<file path="src/rtl/mx_mov_pkg.sv">
// Shared definitions for the MOV transfer sequencer: register codes, FSM states and the index map.
// The exchange states are only reachable when MOV_SWAP_EN is defined.
package mx_mov_pkg;

    localparam int SWAP_STATES = 6;

    localparam logic [3:0] REG_A     = 4'h0;
    localparam logic [3:0] REG_X     = 4'h1;
    localparam logic [3:0] REG_Y     = 4'h2;
    localparam logic [3:0] REG_D     = 4'h3;
    localparam logic [3:0] REG_DAR   = 4'h4;
    localparam logic [3:0] REG_MBR   = 4'h5;
    localparam logic [3:0] REG_INSP  = 4'h6;
    localparam logic [3:0] REG_FLAGS = 4'h7;
    localparam logic [3:0] REG_SA    = 4'h8;
    localparam logic [3:0] REG_SB    = 4'h9;
    localparam logic [3:0] REG_SC    = 4'hA;
    localparam logic [3:0] REG_SD    = 4'hB;
    localparam logic [3:0] REG_R0    = 4'hC;
    localparam logic [3:0] REG_R1    = 4'hD;
    localparam logic [3:0] REG_R2    = 4'hE;
    localparam logic [3:0] REG_R3    = 4'hF;

    typedef enum logic [2:0] {
        ST_IDLE,
        ST_ARB,
        ST_RD,
        ST_LAT,
        ST_WR,
        ST_RD2,
        ST_LAT2,
        ST_WR2
    } state_e;

    // Returns {src, dst} for a 5-bit MOV index.
    function automatic logic [7:0] mov_map(input logic [4:0] idx);
        logic [7:0] entry;
        case (idx)
            5'd0:    entry = {REG_A,     REG_X};
            5'd1:    entry = {REG_X,     REG_A};
            5'd2:    entry = {REG_A,     REG_Y};
            5'd3:    entry = {REG_Y,     REG_A};
            5'd4:    entry = {REG_A,     REG_D};
            5'd5:    entry = {REG_D,     REG_A};
            5'd6:    entry = {REG_A,     REG_FLAGS};
            5'd7:    entry = {REG_FLAGS, REG_A};
            5'd8:    entry = {REG_X,     REG_Y};
            5'd9:    entry = {REG_Y,     REG_X};
            5'd10:   entry = {REG_X,     REG_D};
            5'd11:   entry = {REG_D,     REG_X};
            5'd12:   entry = {REG_Y,     REG_D};
            5'd13:   entry = {REG_D,     REG_Y};
            5'd14:   entry = {REG_A,     REG_INSP};
            5'd15:   entry = {REG_INSP,  REG_A};
            5'd16:   entry = {REG_SA,    REG_A};
            5'd17:   entry = {REG_SB,    REG_X};
            5'd18:   entry = {REG_SC,    REG_Y};
            5'd19:   entry = {REG_SD,    REG_D};
            5'd20:   entry = {REG_A,     REG_SA};
            5'd21:   entry = {REG_X,     REG_SB};
            5'd22:   entry = {REG_Y,     REG_SC};
            5'd23:   entry = {REG_D,     REG_SD};
            5'd24:   entry = {REG_R0,    REG_DAR};
            5'd25:   entry = {REG_R1,    REG_MBR};
            5'd26:   entry = {REG_R2,    REG_INSP};
            5'd27:   entry = {REG_R3,    REG_FLAGS};
            5'd28:   entry = {REG_DAR,   REG_R0};
            5'd29:   entry = {REG_MBR,   REG_R1};
            5'd30:   entry = {REG_INSP,  REG_R2};
            default: entry = {REG_FLAGS, REG_R3};
        endcase
        return entry;
    endfunction

endpackage

</file>
<file path="src/rtl/mov_xfer_map.sv">
// Combinational MOV index -> {src, dst} register-code lookup.
module mov_xfer_map
    import mx_mov_pkg::*;
(
    input  logic [4:0] idx,
    output logic [3:0] src,
    output logic [3:0] dst
);

    logic [7:0] entry;

    assign entry = mov_map(idx);
    assign src   = entry[7:4];
    assign dst   = entry[3:0];

endmodule

</file>
<file path="src/rtl/mov_xfer_seq.sv">
// MOV register-transfer sequencer: handshake, bus arbitration and read-latch-write on the register file.
// Define MOV_SWAP_EN to add the swap port and the register exchange path.
module mov_xfer_seq
    import mx_mov_pkg::*;
(
    input  logic       clk,
    input  logic       rst,
    input  logic       insr_valid,
    input  logic [7:0] insr,
    output logic       insr_ready,
`ifdef MOV_SWAP_EN
    input  logic       swap,
`endif
    output logic       bus_req,
    input  logic       bus_gnt,
    output logic       rd_en,
    output logic [3:0] rd_sel,
    input  logic [7:0] rd_data,
    output logic       wr_en,
    output logic [3:0] wr_sel,
    output logic [7:0] wr_data,
    output logic       done,
    output logic       err
);

    state_e     state_q, state_d;
    logic [3:0] src_q, src_d;
    logic [3:0] dst_q, dst_d;
    logic [7:0] tmp_q, tmp_d;
    logic       err_q, err_d;
    logic       rst_hold_q, rst_hold_d;
    logic [3:0] map_src, map_dst;
    logic       is_mov;
    logic       accept;
    logic       swap_path;
`ifdef MOV_SWAP_EN
    logic       swap_q, swap_d;
    logic [7:0] tmp2_q, tmp2_d;
`endif

    mov_xfer_map u_map (
        .idx (insr[4:0]),
        .src (map_src),
        .dst (map_dst)
    );

    assign is_mov = (insr[7:5] == 3'b000);
    assign err    = err_q;

    // rst_hold_q keeps insr_ready low for the first cycle after reset is released.
    always_comb begin
        state_d    = state_q;
        src_d      = src_q;
        dst_d      = dst_q;
        tmp_d      = tmp_q;
        err_d      = 1'b0;
        rst_hold_d = 1'b0;
        insr_ready = (state_q == ST_IDLE) && !rst_hold_q;
        accept     = insr_valid && insr_ready;
        bus_req    = 1'b0;
        rd_en      = 1'b0;
        rd_sel     = 4'h0;
        wr_en      = 1'b0;
        wr_sel     = 4'h0;
        wr_data    = 8'h00;
        done       = 1'b0;
`ifdef MOV_SWAP_EN
        swap_d     = swap_q;
        tmp2_d     = tmp2_q;
        swap_path  = swap_q;
`else
        swap_path  = 1'b0;
`endif

        case (state_q)
            ST_IDLE: begin
                if (accept) begin
                    if (is_mov) begin
                        src_d   = map_src;
                        dst_d   = map_dst;
`ifdef MOV_SWAP_EN
                        swap_d  = swap;
`endif
                        state_d = ST_ARB;
                    end else begin
                        err_d = 1'b1;
                    end
                end
            end
            ST_ARB: begin
                bus_req = 1'b1;
                if (bus_gnt) begin
                    state_d = ST_RD;
                end
            end
            ST_RD: begin
                bus_req = 1'b1;
                rd_en   = 1'b1;
                rd_sel  = src_q;
                state_d = swap_path ? ST_RD2 : ST_LAT;
            end
            ST_LAT: begin
                bus_req = 1'b1;
                tmp_d   = rd_data;
                state_d = ST_WR;
            end
            ST_WR: begin
                bus_req = 1'b1;
                wr_en   = 1'b1;
                wr_sel  = dst_q;
                wr_data = tmp_q;
                done    = !swap_path;
                state_d = swap_path ? ST_WR2 : ST_IDLE;
            end
`ifdef MOV_SWAP_EN
            // The destination read overlaps the cycle that latches the source value.
            ST_RD2: begin
                bus_req = 1'b1;
                rd_en   = 1'b1;
                rd_sel  = dst_q;
                tmp_d   = rd_data;
                state_d = ST_LAT2;
            end
            ST_LAT2: begin
                bus_req = 1'b1;
                tmp2_d  = rd_data;
                state_d = ST_WR;
            end
            ST_WR2: begin
                bus_req = 1'b1;
                wr_en   = 1'b1;
                wr_sel  = src_q;
                wr_data = tmp2_q;
                done    = 1'b1;
                state_d = ST_IDLE;
            end
`endif
            default: state_d = ST_IDLE;
        endcase
    end

    always_ff @(posedge clk) begin
        if (rst) begin
            state_q    <= ST_IDLE;
            src_q      <= 4'h0;
            dst_q      <= 4'h0;
            tmp_q      <= 8'h00;
            err_q      <= 1'b0;
            rst_hold_q <= 1'b1;
`ifdef MOV_SWAP_EN
            swap_q     <= 1'b0;
            tmp2_q     <= 8'h00;
`endif
        end else begin
            state_q    <= state_d;
            src_q      <= src_d;
            dst_q      <= dst_d;
            tmp_q      <= tmp_d;
            err_q      <= err_d;
            rst_hold_q <= rst_hold_d;
`ifdef MOV_SWAP_EN
            swap_q     <= swap_d;
            tmp2_q     <= tmp2_d;
`endif
        end
    end

endmodule
</file>
<file path="config.mk">
export PLATFORM = sky130hd
export DESIGN_NAME = mov_xfer_seq
export DESIGN_NICKNAME = d
export VERILOG_FILES = /design/src/rtl/mx_mov_pkg.sv /design/src/rtl/mov_xfer_map.sv /design/src/rtl/mov_xfer_seq.sv
export SDC_FILE = /design/constraint.sdc
export NUM_CORES = 1
export LEC_CHECK = 0
export ABC_AREA = 1
export BUFFER_PORTS_ARGS = -buffer_cell sky130_fd_sc_hd__buf_2
export CORE_AREA = 10 10 59 61
export CTS_CLUSTER_DIAMETER = 100
export DETAILED_ROUTE_END_ITERATION = 10
export DIE_AREA = 0 0 69 71
export HOLD_SLACK_MARGIN = 0.02
export PLACE_DENSITY = 0.8
export SYNTH_ARGS = -nofsm -noshare
export SYNTH_HDL_FRONTEND = slang
export SYNTH_SLANG_ARGS = --single-unit
</file>
<file path="constraint.sdc">
create_clock -name clk -period 2.22 [get_ports clk]
set_clock_uncertainty 0.15 [all_clocks]
set_input_delay 0.222 -clock clk [delete_from_list [all_inputs] [get_ports clk]]
set_output_delay 0.222 -clock clk [all_outputs]
set_load 0.005 [all_outputs]
</file>
==> impl_metrics.json <==
{
  "status": "complete, no violations",
  "critPathRequiredTime_ns": 1.85,
  "area_growth_pct": 20.82,
  "coreArea_sq_um": 2387,
  "p_seq_share_pct": 59.6,
  "vias": 1143,
  "finalWeightedCongestion": 0.7883,
  "r2r_setup_slack_ns": 0.92,
  "std_cell_rows": 18,
  "holdPathEnd": "tmp_q[6]",
  "fmax_mhz": 581.4,
  "cts.clk_slew.worst_paths_ns": 0.11,
  "worst_hold_path_type": "input pin to register",
  "pwr-share-clk_pct": 27.4,
  "synth_top_area_share_pct": 36.05,
  "grtUsageTotal_pct": 10.79,
  "ios": 42,
  "numClockSinks": 21,
  "die_x_um": 69,
  "overflow": 0,
  "synth_edf_count": 0,
  "hold_viol_final": 0,
  "async_flop_share_pct": 0,
  "antenna_found_initial": 0,
  "syn_nets": 205,
  "cts_root_buffer": "clkbuf_4",
  "final_area_sq_um": 1409,
  "yosys_warnings": 0,
  "hold_start": "rd_data[6]",
  "seq_area_sq_um": 420.4,
  "insertion_delay_ns": 0.29,
  "synth-seq-cells": 21,
  "dieArea_sq_um": 4899,
  "cts_tree": "built",
  "cp_top_family": "flip-flops",
  "synthCells": 185,
  "fillers": 252,
  "cp_cell_sequence": "nor2_1 > inv_1 > nor2_2 > inv_2 > nor2_1 > buf_2",
  "synth_area_leaders": "dfxtp_1 (36%), nor2_1 (14%), nand2_1 (13%), inv_1 (11%), a21oi_1 (5.2%)",
  "grt_pass1_vias": 1115,
  "dr.pass1.iters": 4,
  "drt_iter0_drc": 37,
  "ys.flop_type": "dfxtp_1",
  "worstReg2RegStart": "state_q[0]",
  "multi_input_area_sq_um": 565.5,
  "endpoint_kind": "output port",
  "start_util_pct": 48.85,
  "wl_per_cell_um": 10.35,
  "critPathLaunchType": "register",
  "dp_hpwl_um": 2128,
  "r2r_end": "src_q[2]",
  "switching_share_pct": 25.06,
  "place_area_sq_um": 1371,
  "synth_most_common_cell": "nor2_1",
  "finalNetCount": 248,
  "numCtsBuffers": 3,
  "power.switching_mw": 0.1614,
  "period_share_pct": 77.48,
  "cp.arrival_ns": 1.35,
  "synth.distinct_cells": 21,
  "drc": 0,
  "reg2reg_depth": 6,
  "grt_pass1_wl_um": 4685,
  "drive_gt1_share_pct": 24.67,
  "final-setup-viol-count": 0,
  "hold_depth": 3,
  "p_leak_nw": 0.7442,
  "path_buf_inv": 3,
  "antenna_cells": 0,
  "maxSlewHeadroom_pct": 67.92,
  "slew_viol_final": 0,
  "cp_max_fo": 13,
  "ant_nets": 0,
  "synth_commonest_cells": "nor2_1 (42), nand2_1 (40), inv_1 (35)",
  "critPathSlowestCell": "dfxtp_1",
  "fin_crit_ns": 1.720,
  "die_y_um": 71,
  "synth_area_leader_cell": "dfxtp_1",
  "htreeDepth": 1,
  "routed_via_density": 4.447,
  "seq_area_frac_synth_pct": 36.05,
  "avgSynthCellArea_sq_um": 6.303,
  "tns_ns": 0,
  "ir_drop_mv": 0.3207,
  "pwr-share-comb_pct": 13.0,
  "slowest_delay_ns": 0.38,
  "path_class": "register to output port",
  "clk_path_buf_depth": 2,
  "worst_pin_slew_ns": 0.4807,
  "netlist_area_sq_um": 1166,
  "finalPower_mw": 0.6440,
  "finalWirelength_um": 2660,
  "internal_power_mw": 0.4826,
  "path_common_cell": "nor2_1",
  "rsz0062_at_grt": "no",
  "maxCapViolations": 0,
  "finalCoreUtilization_pct": 59.01,
  "p_per_area_nw_per_um2": 457.1,
  "grt_max_degree": 18,
  "portBuffers": 41
}
==> registers in the layout (all words and copies together), names as in the netlist <==
signal / cells
tmp_q: 8
dst_q: 4
src_q: 4
state_q: 3
err: 1
rst_hold_q: 1
==> routing by layer <==
layer | up-vias | track usage [%] | part of all wire [%]
met5 | - | 0 | 0
li1 | 639 | - | -
met1 | 482 | 11.16 | 42
met4 | 0 | 5.145 | 1.1
met3 | 2 | 1.255 | 3.4
met2 | 20 | 20.93 | 53
==> tightest hold or removal path, stage by stage <==
cell and delay (ns):
buf_2 0.09, o21ai_2 0.06, a21oi_2 0.09
==> logic make-up after synthesis <==
kind of cell	share of synthesized area, %
and+or+nand+nor	36.27
buffers and inverters	15.45
AOI/OAI and AO/OA	12.23
DFF	36.05
==> cell usage in the layout (no fill, tap or decap), types with 2 or more instances in the layout <==
cell type   n
o21bai_1    2
nand3_1     6
clkbuf_4    3
o21ai_0    10
inv_2       3
buf_2      41
a21oi_1    12
inv_1      35
nor2_1     42
nand2_1    40
nor2_4      2
dfxtp_1    21
nor2_2      2
==> how the worst max path moves through the flow <==
stage / depth (start not counted) / slack, ns / from / endpoint
after floorplan: 6 / 0.89 / state_q[0] / wr_data[1]
after global placement: 5 / 0.84 / state_q[2] / wr_sel[1]
after detailed placement: 6 / 0.81 / state_q[0] / wr_sel[1]
after CTS: 6 / 0.46 / state_q[0] / wr_sel[1]
after global routing: 5 / 0.35 / state_q[2] / wr_sel[1]
final: 6 / 0.50 / state_q[0] / wr_sel[1]
==> through the flow <==
step,instances,hold WS (ns),setup WS (ns)
after floorplan,185,0.09972,0.8931
after global routing,257,0.04596,0.3524
final,257,0.03940,0.5000
after detailed placement,252,0.2409,0.8100
after CTS,257,0.03566,0.4640
after global placement,252,0.2376,0.8351
==> power by group through the flow <==
stage | Clock, mW | Sequential, mW | Combinational (mW)
finish | 0.177 | 0.384 | 0.0835
global route | 0.196 | 0.384 | 0.0972
CTS | 0.183 | 0.384 | 0.0838
detailed placement | 0 | 0.392 | 0.0820
global placement | 0 | 0.392 | 0.0806
floorplan | 0 | 0.392 | 0.0510
==> repair_timing <==
| item | in CTS | in global routing |
|---|---|---|
| resized for setup | 0 | 0 |
| endpoints found under the hold margin | 4 | 0 |
| endpoints found under the setup margin | 0 | 0 |
| hold buffers | 1 | 0 |
| buffers inserted | 0 | 0 |
==> area by class of cell <==
class | instances | area share, %
clock buffer | 3 | 1.599
clock inverter | 1 | 0.3552
inverter | 38 | 10.12
multi-input combinational | 122 | 40.14
sequential | 21 | 29.84
tap | 30 | 2.664
timing repair buffer | 42 | 15.28
No activity file was read; power rests on OpenSTA's default activity.
